### src/rtl/dp_ram_scanner.sv
// Purpose : dual-port word store with per-word dirty tracking, scanned by an external address counter.
// Latency : 1 cycle from an accepted read (scan_en=1) to rd_valid/rd_addr_q/rd_data_q/rd_dirty_q.
// Backpr. : none; a read is accepted every cycle scan_en=1 and overwrites the presented result.
//
// Ports:
//   clk, reset            rising-edge clock, synchronous active-high reset
//   wr_en/wr_addr/wr_data write port; a write marks the word dirty
//   scan_en/rd_addr       read request; a read clears the word's dirty bit
//   rd_valid              high for one cycle per accepted read
//   rd_addr_q/rd_data_q   address and data of the presented read
//   rd_dirty_q            dirty state of that word before the read cleared it
//   dirty_cnt             population count of the dirty bitmap
module dp_ram_scanner #(
  parameter int DATA_W = 4,
  parameter int ADDR_W = 5
) (
  input  logic              clk,
  input  logic              reset,
  input  logic              wr_en,
  input  logic [ADDR_W-1:0] wr_addr,
  input  logic [DATA_W-1:0] wr_data,
  input  logic              scan_en,
  input  logic [ADDR_W-1:0] rd_addr,
  output logic              rd_valid,
  output logic [ADDR_W-1:0] rd_addr_q,
  output logic [DATA_W-1:0] rd_data_q,
  output logic              rd_dirty_q,
  output logic [ADDR_W:0]   dirty_cnt
);

  localparam int DEPTH = 1 << ADDR_W;

  logic [DATA_W-1:0] mem [DEPTH];
  logic [DEPTH-1:0]  dirty;

  logic collision;
  logic rd_clears;
  logic cnt_inc;
  logic cnt_dec;

  // A read that collides with a write to the same word keeps that word dirty:
  // the scanner sees the new data, but the write must still be reported later.
  assign collision = scan_en && wr_en && (wr_addr == rd_addr);
  assign rd_clears = scan_en && !collision;
  assign cnt_inc   = wr_en && !dirty[wr_addr];
  assign cnt_dec   = rd_clears && dirty[rd_addr];

  // Storage has no reset; writes are ignored while reset is asserted.
  always_ff @(posedge clk) begin
    if (!reset && wr_en) begin
      mem[wr_addr] <= wr_data;
    end
  end

  always_ff @(posedge clk) begin
    if (reset) begin
      dirty      <= '0;
      dirty_cnt  <= '0;
      rd_valid   <= 1'b0;
      rd_addr_q  <= '0;
      rd_data_q  <= '0;
      rd_dirty_q <= 1'b0;
    end else begin
      // Read clear first, write set second, so a collision leaves the bit set.
      if (rd_clears) begin
        dirty[rd_addr] <= 1'b0;
      end
      if (wr_en) begin
        dirty[wr_addr] <= 1'b1;
      end

      case ({cnt_inc, cnt_dec})
        2'b10:   dirty_cnt <= dirty_cnt + 1'b1;
        2'b01:   dirty_cnt <= dirty_cnt - 1'b1;
        default: dirty_cnt <= dirty_cnt;
      endcase

      rd_valid <= scan_en;
      if (scan_en) begin
        rd_addr_q  <= rd_addr;
        rd_data_q  <= collision ? wr_data : mem[rd_addr];
        rd_dirty_q <= collision ? 1'b1    : dirty[rd_addr];
      end
    end
  end

endmodule

### config.mk
export PLATFORM = sky130hd
export DESIGN_NAME = dp_ram_scanner
export DESIGN_NICKNAME = d
export VERILOG_FILES = /design/src/rtl/dp_ram_scanner.sv
export SDC_FILE = /design/constraint.sdc
export NUM_CORES = 1
export LEC_CHECK = 0
export CAP_MARGIN = 15
export CORE_ASPECT_RATIO = 1.25
export CORE_MARGIN = 10
export CORE_UTILIZATION = 60
export CTS_CLUSTER_SIZE = 25
export DETAILED_ROUTE_END_ITERATION = 6
export MAX_ROUTING_LAYER = met4
export PLACE_DENSITY = 0.88
export RECOVER_POWER = 25
export SLEW_MARGIN = 20
export SYNTH_ARGS = -nofsm -noshare
export SYNTH_HDL_FRONTEND = slang
export SYNTH_SLANG_ARGS = --single-unit
### constraint.sdc
create_clock -name clk -period 3.9 [get_ports clk]
set_input_delay 0.585 -clock clk [delete_from_list [all_inputs] [get_ports clk]]
set_output_delay 0.585 -clock clk [all_outputs]
set_load 0.01 [all_outputs]
== Word-level counts from Yosys, hierarchy flattened ==
Memory sizes are Yosys's and may differ from the RTL's. A register that Yosys moved wholly into a read port is not among the register bits.
Index checks and enable logic that the tools add are counted.

* Flip-flop bits (word level): 45
* Latch bits: 0
* Bits in writable memories: 128
* Memory bits (read-only): 0
* Output and inout port bits: 17
* Memories kept: 1

{| class="wikitable"
|+ Memory list
! memory !! words !! bits a word !! rd ports !! clocked after memory_dff !! write ports !! line !! source
|-
| mem || 32 || 4 || 1 || 1 || 1 || 33 || <nowiki>logic [DATA_W-1:0] mem [DEPTH];</nowiki>
|}

* Add/sub/neg operators: 2
* Multiply operators: 0
* Divide/modulo/power cells: 0
* Magnitude comparators: 4
* Equality and inequality tests: 3
* Shift-type cells: 0
* Muxes and demuxes: 15
* Bitwise gates (word level): 3
* Reductions and logical operators: 12

{| class="wikitable"
|+ Operators by type and width
! operator !! count
|-
| 32-bit 2-to-1 mux || 3
|-
| 32-bit AND || 1
|-
| 32-bit NOT || 1
|-
| 32-bit OR || 1
|-
| 5-bit by 6-bit < comparator with 1-bit output, second input constant || 2
|-
| 6-bit one-hot mux with 2 select lines || 1
|-
| 1-bit binary-select mux with 5-bit select || 2
|-
| 1-bit demux with 5-bit select || 2
|-
| 5-bit by 1-bit greater-or-equal comparator with 1-bit output, second input constant || 2
|-
| 1-bit logical AND || 8
|-
| 1-bit 2-to-1 mux || 7
|-
| 6-bit by 1-bit adder with 6-bit output, second input constant || 1
|-
| 6-bit by 1-bit subtractor with 6-bit output, second input constant || 1
|-
| 5-bit == test || 1
|-
| 1-bit logical NOT || 3
|-
| 2-bit by 1-bit == test with 1-bit output, second input constant || 1
|-
| 2-bit == test, second input constant || 1
|-
| 2-bit nonzero test || 1
|}

== Depth between registers and ports, before layout ==
* Word-level depth: 10
* Depth in mapped cells: 18
* Mapped depth without buffers: 14

== Worst setup path before layout ==
No wires, ideal clock.

* Kind: in2reg
* From: in wr_addr[0]
* To: reg dirty_cnt[4]
* Library setup time: 128 ps
* Arrival: 3447 ps
* Data required time: 3772 ps
* Setup slack: 325 ps
* Cell stages on the path: 16
* Path buffers: 2
* Cells stage by stage: buf_6 -> mux4_2 -> mux4_2 -> nor2b_1 -> a31oi_1 -> nand4_1 -> ha_1 -> clkbuf_1 -> xor2_1 -> ha_1 -> a21oi_1 -> nor3b_1 -> o21ai_0 -> a31oi_1 -> xnor2_1 -> nor2_1

* Cells in the longest elaborated chain, start to end: 7
* Elaborated cells between the ends (all ways): 13
* Classes of those cells: eq/ne (3); mux (3); reduce/logical (7)

{| class="wikitable"
|+ Ends and longest elaborated chain
! what !! line !! source
|-
| start: declaration || 20 || <nowiki>input logic [ADDR_W-1:0] wr_addr,</nowiki>
|-
| parallel branches: the longest is 7 deep, another holds 6-bit one-hot mux with 2 select lines || - ||
|-
| end signal: assignment || 73 || <nowiki>2'b10: dirty_cnt <= dirty_cnt + 1'b1;</nowiki>
|-
| end signal: assignment || 74 || <nowiki>2'b01: dirty_cnt <= dirty_cnt - 1'b1;</nowiki>
|-
| end signal: assignment || 75 || <nowiki>default: dirty_cnt <= dirty_cnt;</nowiki>
|-
| end: declaration || 28 || <nowiki>output logic [ADDR_W:0] dirty_cnt</nowiki>
|}

Several ways; the timed one is not identified. The select of a mux whose other input is x is not followed.
A chain may end at the register's enable or synchronous reset.

== Worst setup path in the final report ==
* From: in rd_addr[2]
* To: reg dirty_cnt[4]

* Cells in the longest elaborated chain, start to end: 7
* Elaborated cells between the ends (all ways): 11
* Classes of those cells: eq/ne (3); mux (3); reduce/logical (5)

{| class="wikitable"
|+ Ends and longest elaborated chain
! what !! line !! source
|-
| start: declaration || 23 || <nowiki>input logic [ADDR_W-1:0] rd_addr,</nowiki>
|-
| parallel branches: the longest is 4 deep, another holds 1-bit binary-select mux with 5-bit select || - ||
|-
| 1-bit logical AND (*) || 46 || <nowiki>assign cnt_dec = rd_clears && dirty[rd_addr];</nowiki>
|-
| 2-bit by 1-bit == test with 1-bit output or 2-bit == test (tied branches) || 72 || <nowiki>case ({cnt_inc, cnt_dec})</nowiki>
|-
| 6-bit one-hot mux with 2 select lines or 2-bit nonzero test (tied branches) || - ||
|}

Every way passes the cells marked *. The select of a mux whose other input is x is not followed.

==> run metrics <==
share of layout cells above drive strength 1 0.1667; width of the chip roughly 120 um; clock latency on the worst-skew pair 0.42 ns; relative max-transition margin -0.02427; peak supply drop 0.2654 mV; Final Critical Period 3.497 ns; total power of the final layout 4048 uW; area overhead of the layout relative to synthesis 16.17%; post-synthesis instance total 590; count of vias placed by the detailed router around 5600; Simple-Gate Fraction of Synth Area 0.09353; number of port buffers 34; combinational family with the most area after synthesis multiplexers; maximum number of pins on one net before global-route repair slightly above 50; maximum level of the CTS H-tree 4; remaining number of nets flagged by the antenna check after routing 0; final wirelength around 20000 um; number of maximum-capacitance constraint violations 1; number of warnings printed during yosys synthesis 0; sink count of the clock tree 177; summed area of non-filler cells in the final layout ~0.0092 mm^2; async set-reset flop share out of synthesis 0; unrepaired setup endpoints after global routing false; Data required, critical path between 4 and 5 ns; Final GP Congestion around 0.95; adder and majority cell fraction of the synthesized area 0.004756; synthesized area per cell 13.38 um^2; status finished with violations; count of fill cells added during filler insertion 804; Max FO, Critical Path 24; aggregate global-route resource usage 0.2260; Worst Max-Slew Pin Slew 1.536 ns; root buf cell sky130_fd_sc_hd__clkbuf_16; Placed Area between 0.008 and 0.009 mm^2; number of buffers inserted during clock tree synthesis 17; vias in the first global route ~5500; clock transition at the registers of the reported paths around 0.07 ns; pins over their slew limit 34; starting utilization of the core area 0.6177; remaining design rule violation count 0; Worst Setup Start Kind primary input; Hold Violations, Final 0; number of DRC markers in iteration 0 704; number of top-level pins 35; Finish-stage setup viols 0; XOR/XNOR share of the synthesized area 0.01221; area of the die approximately 0.018 mm^2; ratio of final minimum period to clock period 0.8968; core area approximately 0.013 mm^2; initial antenna violation count 0; mux share of post-synthesis cell area 0.1424; Crit. End Element flop; Primary FF master, synth sky130_fd_sc_hd__edfxtp_1; Hold Path Class reg2reg; Post-CTS Setup Inserts 0; buffers from clock root to sink, at most 2; critical path type in2reg; reg-to-reg slack, setup roughly 0.63 ns; setup clock skew after layout 0.007407 ns; first-pass iteration count of the detailed router 5; Max Fclk around 290 MHz; post-synthesis instance area around 0.0079 mm^2; post-route setup TNS 0 ns; antenna cell count 0; Cell Pwr Density 441.5 mW/mm^2; Core Rows between 40 and 50; arrival time at the worst endpoint 3.80 ns; die height 148.2 um; detailed placer's ending HPWL around 13000 um; Cell variety after synth 52; first-pass GRT wire length 30680 um; count of flip-flops with a built-in enable after synthesis roughly 130; detailed-route vias per instance 6.767; Seq cells post-synth between 150 and 200; area fraction in compound gates after synthesis 0.1081; Leakage Power approximately 0.0032 uW; net count after synthesis about 610; violated checks capacitance limit, slew limit; CTS tree yes; sequential share of the synthesized area 0.6113; wire per inst 24.04 um; total number of nets in the final design ~670; remaining global-route overflow 0
-- timing repair --
item / CTS / global route
endpoints found under the setup margin: 0 / 3
gates resized for setup: 0 / 2
hold buffers: 0 / 0
hold endpoints to repair: 0 / 0
-- report_power, final --
part | internal, uW | switching (uW) | total [uW]
clock | 883 | 723 | 1610
sequential | 2040 | 30.2 | 2070
combinational | 160 | 207 | 367
-- cells in the mapped netlist, types with 7 or more instances --
cell type / number / area (um^2)
sky130_fd_sc_hd__o22ai_1: 33 / 206.5
sky130_fd_sc_hd__o311ai_0: 8 / 70.07
sky130_fd_sc_hd__dfxtp_1: 49 / 980.9
sky130_fd_sc_hd__nand2_1: 7 / 26.28
sky130_fd_sc_hd__nor2_1: 67 / 251.5
sky130_fd_sc_hd__mux2_2: 17 / 191.4
sky130_fd_sc_hd__nand3_1: 7 / 35.03
sky130_fd_sc_hd__buf_2: 13 / 65.06
sky130_fd_sc_hd__clkbuf_1: 20 / 75.07
sky130_fd_sc_hd__mux2i_1: 71 / 710.7
sky130_fd_sc_hd__edfxtp_1: 128 / 3844
sky130_fd_sc_hd__xor2_1: 8 / 70.07
sky130_fd_sc_hd__o211ai_1: 24 / 180.2
sky130_fd_sc_hd__o21ai_0: 35 / 175.2
-- kinds of logic (layout without fill, tap and decap cells) --
logic type,Yosys count,in the layout
AND/OR/NAND/NOR,134,134
adder cells (fa/ha/maj),3,3
AO/OA/AOI/OAI,125,125
multiplexers,97,97
XOR/XNOR,11,11
buffers and inverters,43,113
flip-flops,177,177
-- registers in the layout, summed over array words and instances (netlist names) --
signal / cells
rd_addr_q: 5
mem: 128
dirty: 32
dirty_cnt: 6
rd_data_q: 4
rd_valid: 1
rd_dirty_q: 1
-- critical path, cell delays in order --
cell                              delay (ns)
sky130_fd_sc_hd__clkdlybuf4s50_1        0.45
sky130_fd_sc_hd__buf_12                 0.18
sky130_fd_sc_hd__nand2b_1               0.10
sky130_fd_sc_hd__or3b_2                 0.18
sky130_fd_sc_hd__o22ai_1                0.09
sky130_fd_sc_hd__or4_1                  0.57
sky130_fd_sc_hd__nor3_1                 0.30
sky130_fd_sc_hd__ha_1                   0.24
sky130_fd_sc_hd__xor2_1                 0.17
sky130_fd_sc_hd__ha_1                   0.18
sky130_fd_sc_hd__a21oi_2                0.05
sky130_fd_sc_hd__nor3b_1                0.19
sky130_fd_sc_hd__o21ai_0                0.10
sky130_fd_sc_hd__a31oi_1                0.19
sky130_fd_sc_hd__xnor2_1                0.15
sky130_fd_sc_hd__nor2_1                 0.05
-- routing by layer --
metal / up-vias / track usage / wire, um
met5: - / - / 0
met4: 0 / 0.1169 / 1019
met3: 86 / 0.04394 / 1806
met2: 356 / 0.3700 / 9833
met1: 2719 / 0.2580 / 7249
li1: 2442 / - / -
-- final timing paths --
kind	start	endpoint	cells past startpoint
setup reg to reg	dirty[9]	dirty_cnt[4]	14
setup / recovery	rd_addr[2]	dirty_cnt[4]	16
hold / removal	rd_addr_q[2]	rd_addr_q[2]	2
hold reg to reg	rd_addr_q[2]	rd_addr_q[2]	2
-- layout make-up --
cell class,instances,area [um^2],area share
clock buffer,17,425.4,0.04640
sequential,177,4825,0.5262
tap,168,210.2,0.02293
clock inverter,15,127.6,0.01392
timing repair buffer,80,724.4,0.07901
multi-input combinational,370,2853,0.3111
inverter,1,3.754,0.0004094
-- cell usage in the layout, fill, tap and decap left out, types with 8 or more instances in the layout --
master,n
sky130_fd_sc_hd__clkbuf_16,17
sky130_fd_sc_hd__o211ai_1,24
sky130_fd_sc_hd__mux2i_1,71
sky130_fd_sc_hd__buf_4,40
sky130_fd_sc_hd__xor2_1,8
sky130_fd_sc_hd__dfxtp_1,49
sky130_fd_sc_hd__o311ai_0,8
sky130_fd_sc_hd__nor2_1,67
sky130_fd_sc_hd__o21ai_0,35
sky130_fd_sc_hd__edfxtp_1,128
sky130_fd_sc_hd__clkdlybuf4s50_1,28
sky130_fd_sc_hd__o22ai_1,33
sky130_fd_sc_hd__mux2_2,17
-- per-stage QoR --
stage,hold WS [ns],setup WS [ns],cells,util
2_1_floorplan,0.4762,0.3252,590,-
3_3_place_gp,0.4767,-0.3120,796,0.6747
3_5_place_dp,0.4874,-0.3991,796,0.6747
4_1_cts,0.5005,0.02932,828,0.7180
5_1_grt,0.5576,0.1747,828,0.7176
6_report,0.4934,0.4027,828,0.7176
No activity file was read; power rests on OpenSTA's default activity.
